==> config.mk <==
export PLATFORM = sky130hd
export DESIGN_NAME = msg_tx_serializer
export DESIGN_NICKNAME = d
export VERILOG_FILES = /design/src/rtl/enigma_uart_pkg.sv /design/src/rtl/msg_tx_serializer.sv
export SDC_FILE = /design/constraint.sdc
export NUM_CORES = 1
export LEC_CHECK = 0
export BUFFER_PORTS_ARGS = -buffer_cell sky130_fd_sc_hd__buf_2
export CORE_MARGIN = 2
export CORE_UTILIZATION = 50
export CTS_CLUSTER_SIZE = 14
export DETAILED_ROUTE_END_ITERATION = 7
export GPL_TIMING_DRIVEN = 0
export PLACE_DENSITY = 0.85
export SYNTH_ARGS = -nofsm -noshare
export SYNTH_HDL_FRONTEND = slang
export SYNTH_SLANG_ARGS = --single-unit
==> constraint.sdc <==
create_clock -name clk -period 1.5 [get_ports clk]
set_input_delay 0.15 -clock clk [delete_from_list [all_inputs] [get_ports clk]]
set_output_delay 0.15 -clock clk [all_outputs]
set_load 0.05 [all_outputs]
==> src/rtl/enigma_uart_pkg.sv <==
// Shared definitions for the Enigma UART message path.
// Holds message geometry, the line-feed terminator and the message FSM state
// encoding used by the transmit serializer (and reusable by a receiver-side FSM).
package enigma_uart_pkg;

    localparam int unsigned MSG_BYTES = 10;
    localparam int unsigned BYTE_W    = 8;
    localparam int unsigned MSG_W     = MSG_BYTES * BYTE_W;

    localparam logic [BYTE_W-1:0] LF = 8'h0A;

    typedef enum logic [2:0] {
        IDLE,
        ISSUE,
        GAP,
        DRAIN,
        DONE
    } msg_state_e;

endpackage

==> src/rtl/msg_tx_serializer.sv <==
// Transmit-side message serializer.
// Latches one NBYTES-byte message and hands it to a UART transmitter one byte at a
// time, MSB byte first, so a receiver shifting bytes in at the LSB end rebuilds the
// same word. Optionally appends TERM_BYTE after the payload.
//
// Ports:
//   clk        system clock, all logic on posedge
//   rst        synchronous reset, active-low
//   i_msg      message to send, sampled on an accepted i_msg_stb
//   i_msg_stb  1-cycle send request, accepted only while o_ready=1
//   o_ready    1 while idle and able to accept a message
//   o_done     1-cycle pulse after the last byte's UART frame has completed
//   o_tx_data  byte to UART TX, updated only together with o_tx_stb
//   o_tx_stb   1-cycle strobe to UART TX
//   i_tx_busy  UART TX busy, rises the cycle after o_tx_stb
module msg_tx_serializer
    import enigma_uart_pkg::*;
#(
    parameter int unsigned       NBYTES    = MSG_BYTES,
    parameter bit                TERM_EN   = 1'b0,
    parameter logic [BYTE_W-1:0] TERM_BYTE = LF
) (
    input  logic                     clk,
    input  logic                     rst,
    input  logic [BYTE_W*NBYTES-1:0] i_msg,
    input  logic                     i_msg_stb,
    output logic                     o_ready,
    output logic                     o_done,
    output logic [BYTE_W-1:0]        o_tx_data,
    output logic                     o_tx_stb,
    input  logic                     i_tx_busy
);

    localparam int unsigned W     = BYTE_W * NBYTES;
    localparam int unsigned CNT_W = $clog2(NBYTES + 1);

    localparam logic [CNT_W-1:0] TERM_IDX = CNT_W'(NBYTES);
    localparam logic [CNT_W-1:0] LAST_IDX = TERM_EN ? CNT_W'(NBYTES) : CNT_W'(NBYTES - 1);

    msg_state_e        state;
    logic [W-1:0]      shreg;
    logic [CNT_W-1:0]  cnt;
    logic [BYTE_W-1:0] cur_byte;

    // The terminator slot comes after the payload has been shifted out entirely.
    always_comb begin
        cur_byte = shreg[W-1 -: BYTE_W];
        if (TERM_EN && (cnt == TERM_IDX)) begin
            cur_byte = TERM_BYTE;
        end
    end

    assign o_ready = (state == IDLE);

    always_ff @(posedge clk) begin
        if (!rst) begin
            state     <= IDLE;
            shreg     <= '0;
            cnt       <= '0;
            o_done    <= 1'b0;
            o_tx_stb  <= 1'b0;
            o_tx_data <= '0;
        end else begin
            o_tx_stb <= 1'b0;
            o_done   <= 1'b0;
            unique case (state)
                IDLE: begin
                    if (i_msg_stb) begin
                        shreg <= i_msg;
                        cnt   <= '0;
                        state <= ISSUE;
                    end
                end
                ISSUE: begin
                    // Busy here can be a frame left over from another TX source.
                    if (!i_tx_busy) begin
                        o_tx_stb  <= 1'b1;
                        o_tx_data <= cur_byte;
                        state     <= GAP;
                    end
                end
                GAP: begin
                    // Busy is not yet valid for our own frame; skip one cycle.
                    state <= DRAIN;
                end
                DRAIN: begin
                    if (!i_tx_busy) begin
                        if (cnt == LAST_IDX) begin
                            o_done <= 1'b1;
                            state  <= DONE;
                        end else begin
                            cnt   <= cnt + 1'b1;
                            shreg <= {shreg[W-BYTE_W-1:0], {BYTE_W{1'b0}}};
                            state <= ISSUE;
                        end
                    end
                end
                DONE: begin
                    // o_done is registered on entry, so it is high exactly while in DONE.
                    state <= IDLE;
                end
                default: state <= IDLE;
            endcase
        end
    end

endmodule

==> impl_results.md <==
- WHS Path Cells: 3
- WL final: 12.7 mm
- Vias: 4012
- FF-to-FF Start: state[2]$_SDFFE_PN0P_
- Max Buffers Root-to-Sink: 2
- Row cnt: 35
- Element type at the critical path end: flop
- Final WS setup: -0.0837 ns
- Worst Path Arrival: 1.79 ns
- Wire per inst: 18.6 µm
- Crit share post-route: 106%
- Critical path type: flop to flop
- IO Count: 95
- Hold Fails Final Rpt: 0
- Die Y-Extent: 101 µm
- Reg2Reg Depth: 6
- Initial antenna violation count: 1
- Latest clock arrival within the worst-skew pair: 0.37 ns
- Highest clock rate: 631 MHz
- Top Family by Delay on Critical Path: buffers and inverters
- Number of global-route vias before repair: 4144
- H-tree lvl count: 3
- PortBufs: 94
- Cells after Synth: 447
- Fill cells: 695
- Core Region: 9200 µm²
- Layout cells sized above 1: 42.4%
- Syn-to-layout area delta: 27.2%
- # setup viols final: 88
- Number of synthesis warnings: 0
- HP Class: input port to flop
- First-pass GRT wire length: 19.9 mm
- Cell Count Post-Placement: 652
- Worst Path Required: 1.71 ns
- Leakage: 2.78 nW
- Slew HR: 45.6%
- Antenna Violating Nets Remaining: 0
- Layout Cells excl Fill: 681
- Hold endpoint: shreg[5]$_SDFFE_PN0P_
- Final Critical Period: 1.58 ns
- Worst Setup SP: state[2]$_SDFFE_PN0P_
- Unrepaired setup endpoints after global routing: true
- Initial Util: 51.2%
- Clk_skew: 0.0125 ns
- Post-synthesis sequential area ratio: 41.2%
- Worst VDD drop: 0.587 mV
- Critical path's slowest cell: dfxtp_4
- Netlist cell types: 36
- Nets: 650
- Setup TNS after final layout: -3.96 ns
- Routability congestion estimate: 0.807
- Via/cell ratio: 5.89
- Slew @ Worst Pin: 0.816 ns
- RR Endpoint: shreg[76]$_SDFFE_PN0P_
- Syn Nets: 533
- Outcome: complete, but fails checks
- Reg area: 1960 µm²
- HPWL Detailed: 8.56 mm
- Max_cap viols: 0
- HP Start: i_msg[5]
- Crit-path most repeated cell: buf_12
- Die area: 10200 µm²
- First-pass detailed-route iteration total: 4
- Grt ovf: 0
- Failing checks: negative setup slack
- Drt drc: 0
- Chip width: 101 µm
- Hold Slack: 0.0143 ns
- Register bit total from synthesis: 97
- Worst R2R Setup Slack: -0.08 ns
- Area of the multi-input gates: 2610 µm²
- Leading cell types in the layout, fill and taps excluded: buf_2, dfxtp_1, nor2_1
- Pin count of the biggest net entering global routing: 16
- Detailed Route Iter0 Violations: 279
- Syn Std Cell Area: 4710 µm²
- Commonest non-fill, non-tap cell in the layout: buf_2
- Total track usage: 25.0%
- CP Launch Type: flop
- Clock slew seen by the registers of the worst setup and hold paths: 0.10 ns
- TritonCTS buffer count: 9
- PwrDens: 1040 nW/µm²
- Critical Path, Cell by Cell: nor4b_4, buf_4, a21o_4, buf_12, buf_12, a221oi_2
- Pins Over Slew Limit: 0
- Avg Inst Size Synth: 10.5 µm²
- Max incr delay on CP: 0.38 ns
- Post-DP Area: 5330 µm²
- Final Cell Area: 5990 µm²
- CTS Root Cell: clkbuf_8
- Clk sink count: 97
- Critical path fanouts, max: 10
- CTS tree: done
- WP buf/inv: 3
[area by class of cell]
type | count | share of cell area [%]
multi-input cells | 301 | 43.6
inverters | 2 | 0.125
plain buffers | 43 | 6.91
clock inverters | 4 | 0.856
repair buffers | 110 | 10.9
diodes | 1 | 0.0418
clock buffers | 12 | 2.59
flip-flops and latches | 97 | 32.7
well taps | 111 | 2.32
[metal layers]
metal / GRT usage [%] / vias up / part of all wire (%)
met1: 30.6 / 1952 / 43
met4: 8.42 / 0 / 1.5
met2: 43.1 / 130 / 51
li1: - / 1911 / -
met5: 0 / - / 0
met3: 5.55 / 19 / 4.9
[cells in the mapped netlist]
| cell | n | area, µm² |
|---|---|---|
| dfxtp_1 | 97 | 1940 |
| nor2_1 | 74 | 278 |
| mux2i_1 | 73 | 731 |
| a221oi_2 | 60 | 901 |
| nand2_1 | 30 | 113 |
| buf_2 | 21 | 105 |
| a221oi_1 | 12 | 105 |
| clkbuf_1 | 12 | 45.0 |
| nand4_1 | 9 | 56.3 |
| a21oi_1 | 8 | 40.0 |
| o21ai_0 | 8 | 40.0 |
| buf_6 | 7 | 78.8 |
| buf_4 | 5 | 37.5 |
| clkbuf_4 | 2 | 15.0 |
| ha_1 | 2 | 25.0 |
| inv_1 | 2 | 7.51 |
| nand2b_1 | 2 | 12.5 |
| nand3b_1 | 2 | 15.0 |
| nor2b_1 | 2 | 12.5 |
| nor3_1 | 2 | 10.0 |
| nor4_1 | 2 | 12.5 |
| a211oi_1 | 1 | 7.51 |
| a21o_1 | 1 | 7.51 |
| a311oi_1 | 1 | 8.76 |
| a41oi_1 | 1 | 8.76 |
| and3b_1 | 1 | 8.76 |
| and4bb_1 | 1 | 12.5 |
| nand3_1 | 1 | 5.00 |
| nand4b_1 | 1 | 8.76 |
| nor4b_1 | 1 | 8.76 |
| nor4b_2 | 1 | 15.0 |
| o211ai_1 | 1 | 7.51 |
| o22ai_1 | 1 | 6.26 |
| or3_1 | 1 | 6.26 |
| or4b_2 | 1 | 10.0 |
| xnor2_1 | 1 | 8.76 |
[worst min-delay path, cell delays in order]
cell and delay, ns:
buf_2 0.08, nand4_1 0.06, o21ai_0 0.07
[state kept, by name, summed over array words and instances (netlist names)]
| signal | flops |
|---|---|
| o_tx_stb | 1 |
| o_done | 1 |
| o_tx_data | 8 |
| shreg | 80 |
| state | 3 |
| cnt | 4 |
[how the worst max path moves through the flow]
stage | end | slack, ns | depth (start not counted)
3_5_place_dp | shreg[12]$_SDFFE_PN0P_ | -0.33 | 6
5_1_grt | shreg[59]$_SDFFE_PN0P_ | -0.14 | 6
6_report | shreg[76]$_SDFFE_PN0P_ | -0.08 | 6
3_3_place_gp | shreg[14]$_SDFFE_PN0P_ | -0.26 | 6
2_1_floorplan | o_tx_data[0]$_SDFFE_PN0P_ | 0.02 | 5
4_1_cts | shreg[18]$_SDFFE_PN0P_ | -0.05 | 5
[power by group]
part	internal, mW	leakage (nW)	switching [mW]
combinational	0.686	1.87	0.766
clock	0.864	0.103	0.940
sequential	2.82	0.803	0.163
total	4.37	2.78	1.87
[through the flow]
stage / util [%] / power, mW / worst slack, ns
final: 65.2 / 6.24 / -0.0837
after global routing: 65.1 / 6.48 / -0.144
after CTS: 64.0 / 6.15 / -0.0516
after detailed placement: 57.9 / 4.24 / -0.328
after global placement: 57.9 / 4.18 / -0.264
after floorplan: - / 3.89 / 0.0196
[timing repair]
item / 4_1_cts / 5_1_grt
buffers inserted: 12 / 0
resized for setup: 67 / 14
pin swaps: 4 / 3
setup endpoints to repair: 94 / 92
gates cloned: 3 / 2
hold buffers: 0 / 0
[cells by family after synthesis]
group                      count (synthesis)  share of synthesized area [%]
and+or+nand+nor                          131                           12.4
DFF                                       97                           41.2
AOI/OAI and AO/OA                         94                           24.0
muxes                                     73                           15.5
buffers and inverters                     49                           6.13
adders and majority gates                  2                          0.531
xor gates and xnor gates                   1                          0.186
(Power assumes the default switching activity.)
